File: src/rtl/umi_pkg.sv
// Shared UMI definitions: opcodes, cmd field layout, initiator status codes and FSM states.
package umi_pkg;

    localparam logic [4:0] OpReqRead   = 5'h01;
    localparam logic [4:0] OpRespRead  = 5'h02;
    localparam logic [4:0] OpReqWrite  = 5'h03;
    localparam logic [4:0] OpRespWrite = 5'h04;
    localparam logic [4:0] OpReqPosted = 5'h05;

    localparam int unsigned CmdOpcLsb  = 0;
    localparam int unsigned CmdSizeLsb = 5;
    localparam int unsigned CmdLenLsb  = 8;

    typedef enum logic [1:0] {
        StatOk      = 2'd0,
        StatBadOpc  = 2'd1,
        StatBadAddr = 2'd2,
        StatTimeout = 2'd3
    } status_e;

    typedef enum logic [1:0] {
        StIdle     = 2'd0,
        StReq      = 2'd1,
        StWaitResp = 2'd2,
        StDone     = 2'd3
    } state_e;

endpackage

File: src/rtl/umi_cmd_pack.sv
// Packs opcode/size/len into a UMI command word; all bits above len are zero.
module umi_cmd_pack
    import umi_pkg::*;
#(
    parameter int unsigned CW = 32
) (
    input  logic [4:0]    opcode_i,
    input  logic [2:0]    size_i,
    input  logic [7:0]    len_i,
    output logic [CW-1:0] cmd_o
);

    always_comb begin
        cmd_o = '0;
        cmd_o[CmdOpcLsb  +: 5] = opcode_i;
        cmd_o[CmdSizeLsb +: 3] = size_i;
        cmd_o[CmdLenLsb  +: 8] = len_i;
    end

endmodule

File: src/rtl/umi_host_initiator.sv
// Host-side UMI requester: one command in flight, issues the request, checks the response
// and reports read data plus status to the local controller.
module umi_host_initiator
    import umi_pkg::*;
#(
    parameter int unsigned   DW       = 128,
    parameter int unsigned   AW       = 64,
    parameter int unsigned   CW       = 32,
    parameter logic [AW-1:0] HOSTADDR = '0,
    parameter int unsigned   TOW      = 16,
    parameter int unsigned   TIMEOUT  = 1000
) (
    input  logic          clk,
    input  logic          reset,
    input  logic          go_valid,
    output logic          go_ready,
    input  logic          go_write,
    input  logic          go_posted,
    input  logic [AW-1:0] go_addr,
    input  logic [2:0]    go_size,
    input  logic [7:0]    go_len,
    input  logic [DW-1:0] go_data,
    output logic          done_valid,
    input  logic          done_ready,
    output logic [1:0]    done_err,
    output logic [DW-1:0] done_data,
    output logic [7:0]    stray_count,
    output logic          uhost_req_valid,
    input  logic          uhost_req_ready,
    output logic [CW-1:0] uhost_req_cmd,
    output logic [AW-1:0] uhost_req_dstaddr,
    output logic [AW-1:0] uhost_req_srcaddr,
    output logic [DW-1:0] uhost_req_data,
    input  logic          uhost_resp_valid,
    output logic          uhost_resp_ready,
    input  logic [CW-1:0] uhost_resp_cmd,
    input  logic [AW-1:0] uhost_resp_dstaddr,
    input  logic [AW-1:0] uhost_resp_srcaddr,
    input  logic [DW-1:0] uhost_resp_data
);

    // Expiry is checked one cycle early so done_valid lands TIMEOUT cycles after the request
    // handshake; a response arriving on the expiry cycle still takes priority.
    localparam logic [TOW-1:0] ExpireAt = TOW'((TIMEOUT > 1) ? (TIMEOUT - 2) : 0);

    state_e         state_q, state_d;
    logic           write_q, write_d;
    logic           posted_q, posted_d;
    logic [AW-1:0]  addr_q, addr_d;
    logic [2:0]     size_q, size_d;
    logic [7:0]     len_q, len_d;
    logic [DW-1:0]  data_q, data_d;
    logic [TOW-1:0] timer_q, timer_d;
    status_e        err_q, err_d;
    logic [DW-1:0]  rdata_q, rdata_d;
    logic [7:0]     stray_q, stray_d;

    logic           resp_hs;
    logic [4:0]     req_opc;
    logic [4:0]     exp_opc;
    logic [CW-1:0]  req_cmd;

    logic unused_resp;
    assign unused_resp = ^{uhost_resp_srcaddr, uhost_resp_cmd};

    assign req_opc = !write_q ? OpReqRead : (posted_q ? OpReqPosted : OpReqWrite);
    assign exp_opc = write_q ? OpRespWrite : OpRespRead;
    assign resp_hs = uhost_resp_valid && (state_q != StReq);

    umi_cmd_pack #(
        .CW (CW)
    ) u_cmd_pack (
        .opcode_i (req_opc),
        .size_i   (size_q),
        .len_i    (len_q),
        .cmd_o    (req_cmd)
    );

    always_comb begin
        state_d  = state_q;
        write_d  = write_q;
        posted_d = posted_q;
        addr_d   = addr_q;
        size_d   = size_q;
        len_d    = len_q;
        data_d   = data_q;
        timer_d  = timer_q;
        err_d    = err_q;
        rdata_d  = rdata_q;
        stray_d  = stray_q;

        if (resp_hs && (state_q != StWaitResp) && (stray_q != 8'hff)) begin
            stray_d = stray_q + 8'd1;
        end

        unique case (state_q)
            StIdle: begin
                if (go_valid) begin
                    write_d  = go_write;
                    posted_d = go_write & go_posted;
                    addr_d   = go_addr;
                    size_d   = go_size;
                    len_d    = go_len;
                    data_d   = go_data;
                    state_d  = StReq;
                end
            end
            StReq: begin
                if (uhost_req_ready) begin
                    if (posted_q) begin
                        err_d   = StatOk;
                        rdata_d = '0;
                        state_d = StDone;
                    end else begin
                        timer_d = '0;
                        state_d = StWaitResp;
                    end
                end
            end
            StWaitResp: begin
                if (uhost_resp_valid) begin
                    state_d = StDone;
                    rdata_d = '0;
                    if (uhost_resp_cmd[CmdOpcLsb +: 5] != exp_opc) begin
                        err_d = StatBadOpc;
                    end else if (uhost_resp_dstaddr != HOSTADDR) begin
                        err_d = StatBadAddr;
                    end else begin
                        err_d = StatOk;
                        if (!write_q) rdata_d = uhost_resp_data;
                    end
                end else if (timer_q == ExpireAt) begin
                    state_d = StDone;
                    err_d   = StatTimeout;
                    rdata_d = '0;
                end else begin
                    timer_d = timer_q + TOW'(1);
                end
            end
            StDone: begin
                if (done_ready) state_d = StIdle;
            end
            default: state_d = StIdle;
        endcase
    end

    always_ff @(posedge clk) begin
        if (reset) begin
            state_q  <= StIdle;
            write_q  <= 1'b0;
            posted_q <= 1'b0;
            addr_q   <= '0;
            size_q   <= '0;
            len_q    <= '0;
            data_q   <= '0;
            timer_q  <= '0;
            err_q    <= StatOk;
            rdata_q  <= '0;
            stray_q  <= '0;
        end else begin
            state_q  <= state_d;
            write_q  <= write_d;
            posted_q <= posted_d;
            addr_q   <= addr_d;
            size_q   <= size_d;
            len_q    <= len_d;
            data_q   <= data_d;
            timer_q  <= timer_d;
            err_q    <= err_d;
            rdata_q  <= rdata_d;
            stray_q  <= stray_d;
        end
    end

    // Outputs are forced low for the whole reset cycle, not just after the first edge.
    assign go_ready          = !reset && (state_q == StIdle);
    assign uhost_resp_ready  = !reset && (state_q != StReq);
    assign uhost_req_valid   = !reset && (state_q == StReq);
    assign done_valid        = !reset && (state_q == StDone);
    assign done_err          = reset ? 2'd0 : err_q;
    assign done_data         = reset ? '0 : rdata_q;
    assign stray_count       = reset ? 8'd0 : stray_q;
    assign uhost_req_cmd     = reset ? '0 : req_cmd;
    assign uhost_req_dstaddr = reset ? '0 : addr_q;
    assign uhost_req_srcaddr = reset ? '0 : HOSTADDR;
    assign uhost_req_data    = reset ? '0 : data_q;

endmodule

File: config.mk
export PLATFORM = sky130hd
export DESIGN_NAME = umi_host_initiator
export DESIGN_NICKNAME = d
export VERILOG_FILES = /design/src/rtl/umi_pkg.sv /design/src/rtl/umi_cmd_pack.sv /design/src/rtl/umi_host_initiator.sv
export SDC_FILE = /design/constraint.sdc
export NUM_CORES = 1
export LEC_CHECK = 0
export ABC_AREA = 1
export BUFFER_PORTS_ARGS = -buffer_cell sky130_fd_sc_hd__buf_2
export CAP_MARGIN = 40
export CORE_AREA = 3 3 358 360
export DETAILED_ROUTE_END_ITERATION = 16
export DIE_AREA = 0 0 361 363
export PLACE_DENSITY_LB_ADDON = 0.08
export REMOVE_ABC_BUFFERS = 1
export SYNTH_ARGS = -nofsm -noshare
export SYNTH_HDL_FRONTEND = slang
export SYNTH_SLANG_ARGS = --single-unit
File: constraint.sdc
create_clock -name clk -period 4.1 [get_ports clk]
set_clock_uncertainty 0.15 [all_clocks]
set_input_delay 1.23 -clock clk [delete_from_list [all_inputs] [get_ports clk]]
set_output_delay 1.23 -clock clk [all_outputs]
set_load 0.02 [all_outputs]
Yosys cells after proc, flatten, opt, wreduce, memory -nomap -nowiden --
Index checks and enable logic that the tools add are counted.
Word-level totals: memory bits (read-only) 0, output and inout bits 430, memories kept 0, word-level logic and storage cells 80, bits in writable memories 0, register bits 361, latch bits 0, input bits 499
Cells by class: order comparisons 0, bitwise operators 1, reductions and logical operators 15, equal/unequal tests 16, $add $sub $neg 2, div/mod/pow operators 0, multiply operators 0, mux-type cells 35, shifts and indexed selects 0
Operators with widths (count):
- $mux 128 | 9
- $pmux 128 s2 | 1
- $mux 16 | 5
- $mux 64 | 1
- $reduce_bool 64->1 | 1
- $pmux 16 s2 | 1
- $mux 2 | 11
- $add 16x1->16 const B | 1
- $eq 16x10->1 const B | 1
- $ne 2x2->1 const B | 8
- $mux 3 | 3
- $add 8x1->8 const B | 1
- $mux 8 | 1
- $ne 8x8->1 const B | 1
- $pmux 2 s4 | 1
- $reduce_and 4->1 | 2
- $logic_and 1x1->1 | 7
- $ne 5x3->1 | 1
- $reduce_and 5->1 | 1
- $eq 2x2->1 const B | 2
- $pmux 2 s2 | 1
- $ne 3x3->1 const B | 1
- $eq 2x1->1 const B | 1
- $logic_not 2->1 | 1
- other kinds (6) | 6

Depth between registers and ports, before layout --
depth in word-level cells 5, mapped depth 12, mapped depth without buffers 11

Modules after synthesis --
A second synthesis with hierarchy kept.
Second synthesis, totals: cell total of the unflattened synthesis 2915, area, all modules 18575.3 um2
Modules (own cells, without submodules):
- umi_host_initiator | instances 1, cells an instance 2882, seq. area each 7226.9 um2, area each 18331.3 um2
- umi_cmd_pack | instances 1, cells an instance 33, seq. area each 0.0 um2, area each 244.0 um2

Worst setup path after synthesis --
Ideal clock, no wire load.
path kind input to output, from input port reset, to output port uhost_req_cmd[0], data arrival time 2135 ps, stages 4, required time 2720 ps, path slack 585 ps, path through clkbuf_1 > clkinv_1 > clkbuf_1 > buf_1
On the way: word-level cells in the longest chain between the ends 1
Ends and longest elaborated chain:
- start: declaration | RTL line umi_host_initiator.sv:14 | input logic reset,
- $mux 16 | RTL line umi_host_initiator.sv:183 | assign uhost_req_cmd = reset ? '0 : req_cmd;
- end: declaration | RTL line umi_host_initiator.sv:30 | output logic [CW-1:0] uhost_req_cmd,
Every way passes these cells.

Final worst setup path --
from input port reset, to output port done_data[50]
On the way: word-level cells in the longest chain between the ends 1
Ends and longest elaborated chain:
- $mux 128 | RTL line umi_host_initiator.sv:181 | assign done_data = reset ? '0 : rdata_q;
- end: declaration | RTL line umi_host_initiator.sv:26 | output logic [DW-1:0] done_data,
Every way passes these cells.

==> results_dict.tcl <==
set metrics [dict create \
    status "finished clean" \
    worstMarginPinSlew_ps 947 \
    final_layout_size_suffix_gt1_frac 0.262 \
    grt_max_degree 172 \
    cts_buffers 53 \
    rsz0062_at_grt "false" \
    fillers 14600 \
    min_period_ps 3570 \
    hold_viol 0 \
    numPortBuffers 755 \
    ys_types 30 \
    start_kind "input port" \
    cellLeakagePower_nw 12.5 \
    ys_seq_area_frac 0.395 \
    layout_commonest_cell "buf_2" \
    grt_usage 0.126 \
    routed_via_density 3.75 \
    wire_per_inst_um 16.7 \
    syn-mean-instance-area_um2 6.44 \
    clockRootBuffer "clkbuf_16" \
    grt.overflow.total 0 \
    die_y_um 363 \
    relSlewSlack 0.368 \
    maxSlewViolCount 0 \
    cts_resized 0 \
    crit_path_max_fanout 37 \
    synth-seq-cells 361 \
    netlist_area_mm2 0.0183 \
    worstSetupPathType "input port to output pin" \
    crit_arrival_ps 2190 \
    place_congestion 0.738 \
    hold_depth 2 \
    period_share 0.871 \
    max_cap_viol_count 0 \
    synth_async_sr_flop_share 0 \
    synth-edff-count 0 \
    worstPathRequired_ps 2720 \
    setup_violations 0 \
    syn_to_final_growth_pct 38.9 \
    r2r_cells 12 \
    min_from "data_q[1]" \
    pin_count 929 \
    initialDrtViolationCount 881 \
    num_vias 19500 \
    dr.pass1.iters 4 \
    initial_core_util 0.146 \
    timing.fmax_mhz 280 \
    grt_pass1_vias 19300 \
    dieArea_mm2 0.131 \
    drcViolationCount 0 \
    reg2reg_slack_ps 1080 \
    ir_drop_mv 0.366 \
    powerDensity_mw_per_mm2 587 \
    tritoncts "yes" \
    holdBufCountCts 0 \
    fp-row-count 130 \
    clk_pin_slew_ps 50 \
    hpwl_um 62900 \
    rr_startpoint "state_q[0]" \
    ys.flop_type "dfxtp_1" \
    ant_nets 0 \
    netlist_instances 2840 \
    cp-startpoint "reset" \
    mostFrequentLayoutCells "754 x buf_2, 558 x nor2_1, 488 x inv_1" \
    end_kind "output pin" \
    yosysWarnings 0 \
    nets 4010 \
    cts_htree_levels 2 \
    clock_latency_ps 610 \
    grt_pass1_wl_um 127000 \
    holdWs_ps 299 \
    fin_setup_tns_ps 0 \
    cts_setup_buffers 0 \
    finalPower_mw 14.9 \
    min_to "data_q[1]" \
    fp.dieW_um 361 \
    min_path_type "flip-flop to flip-flop" \
    worstReg2RegEnd "rdata_q[92]" \
    antenna_found_initial 32 \
    core_area_mm2 0.125 \
    clockBufferDepth 3 \
    wirelength_um 86800 \
    cts.sink_count 361 \
]
## state kept, by name, indices dropped and copies added, names as in the netlist, 2 cells and up
register / flops
state_q: 2
size_q: 3
addr_q: 64
data_q: 128
len_q: 8
rdata_q: 128
err_q: 2
timer_q: 16
stray_q: 8
## worst max-delay path, stage by stage
cell and delay (ps):
buf_8 210, buf_12 220, buf_12 210, nor2_1 70, buf_2 160
## worst max-delay path by stage
stage	endpoint	slack, ps	depth (start not counted)
after floorplan	write_q	-3570	4
after global placement	done_data[126]	500	5
after detailed placement	done_data[50]	500	5
after CTS	done_data[126]	500	5
after global routing	done_data[126]	460	5
final	done_data[50]	530	5
## synth_stat cells (2+ instances only)
cell type,count,area share
inv_2,7,0.0014
buf_6,13,0.0080
nor3_1,4,0.0011
nand3_1,31,0.0085
o21bai_1,2,0.00082
dfxtp_1,361,0.40
nand2_2,3,0.0010
a21oi_2,11,0.0053
buf_1,10,0.0021
inv_1,488,0.10
clkinv_1,3,0.00062
clkbuf_1,141,0.029
nand3_2,2,0.0011
buf_4,84,0.034
ha_1,8,0.0055
a21oi_1,345,0.094
nor2_2,4,0.0014
xor2_1,6,0.0029
o21ai_1,3,0.00082
nand3b_1,2,0.00082
nand4_1,133,0.045
buf_2,43,0.012
o21ai_0,211,0.058
nand2_1,359,0.074
nor2_1,561,0.12
## per-stage QoR
step | area (um^2) | setup WS, ps | std cells | util
2_1_floorplan | 17000 | -3570 | 2630 | -
3_3_place_gp | 23700 | 495 | 5098 | 0.189
3_5_place_dp | 23700 | 504 | 5098 | 0.189
4_1_cts | 25400 | 499 | 5190 | 0.202
5_1_grt | 25400 | 461 | 5194 | 0.202
6_report | 25400 | 531 | 5204 | 0.203
## kinds of logic after synthesis
family	after synthesis	synth area share
simple gates	1099	0.248
buf+inv	789	0.187
compound gates	575	0.160
flops	361	0.395
fa+ha+maj	8	0.00547
xor+xnor	7	0.00335
other cells	1	0.000205
## report_power, final
part           total, mW  switching [mW]  internal, mW
clock network       4.50            1.85          2.65
registers           4.64           0.212          4.43
logic               5.77            4.08          1.69
## per-layer routing
metal / up-vias / wire (um) / GRT usage
li1: 9969 / - / -
met1: 8900 / 35000 / 0.144
met2: 503 / 44700 / 0.233
met3: 116 / 5120 / 0.0316
met4: 12 / 1870 / 0.0329
met5: - / 84 / 0
## cell type report
cell class | instances | area [um^2] | area share
Clock buffer | 82 | 1600 | 0.0628
Multi-Input combinational cell | 1771 | 7980 | 0.314
Antenna cell | 14 | 35.0 | 0.00138
Timing Repair Buffer | 818 | 4540 | 0.179
Inverter | 498 | 1880 | 0.0741
Clock inverter | 10 | 82.6 | 0.00325
Sequential cell | 361 | 7230 | 0.285
Tap cell | 1650 | 2060 | 0.0813
(Power assumes the default switching activity.)
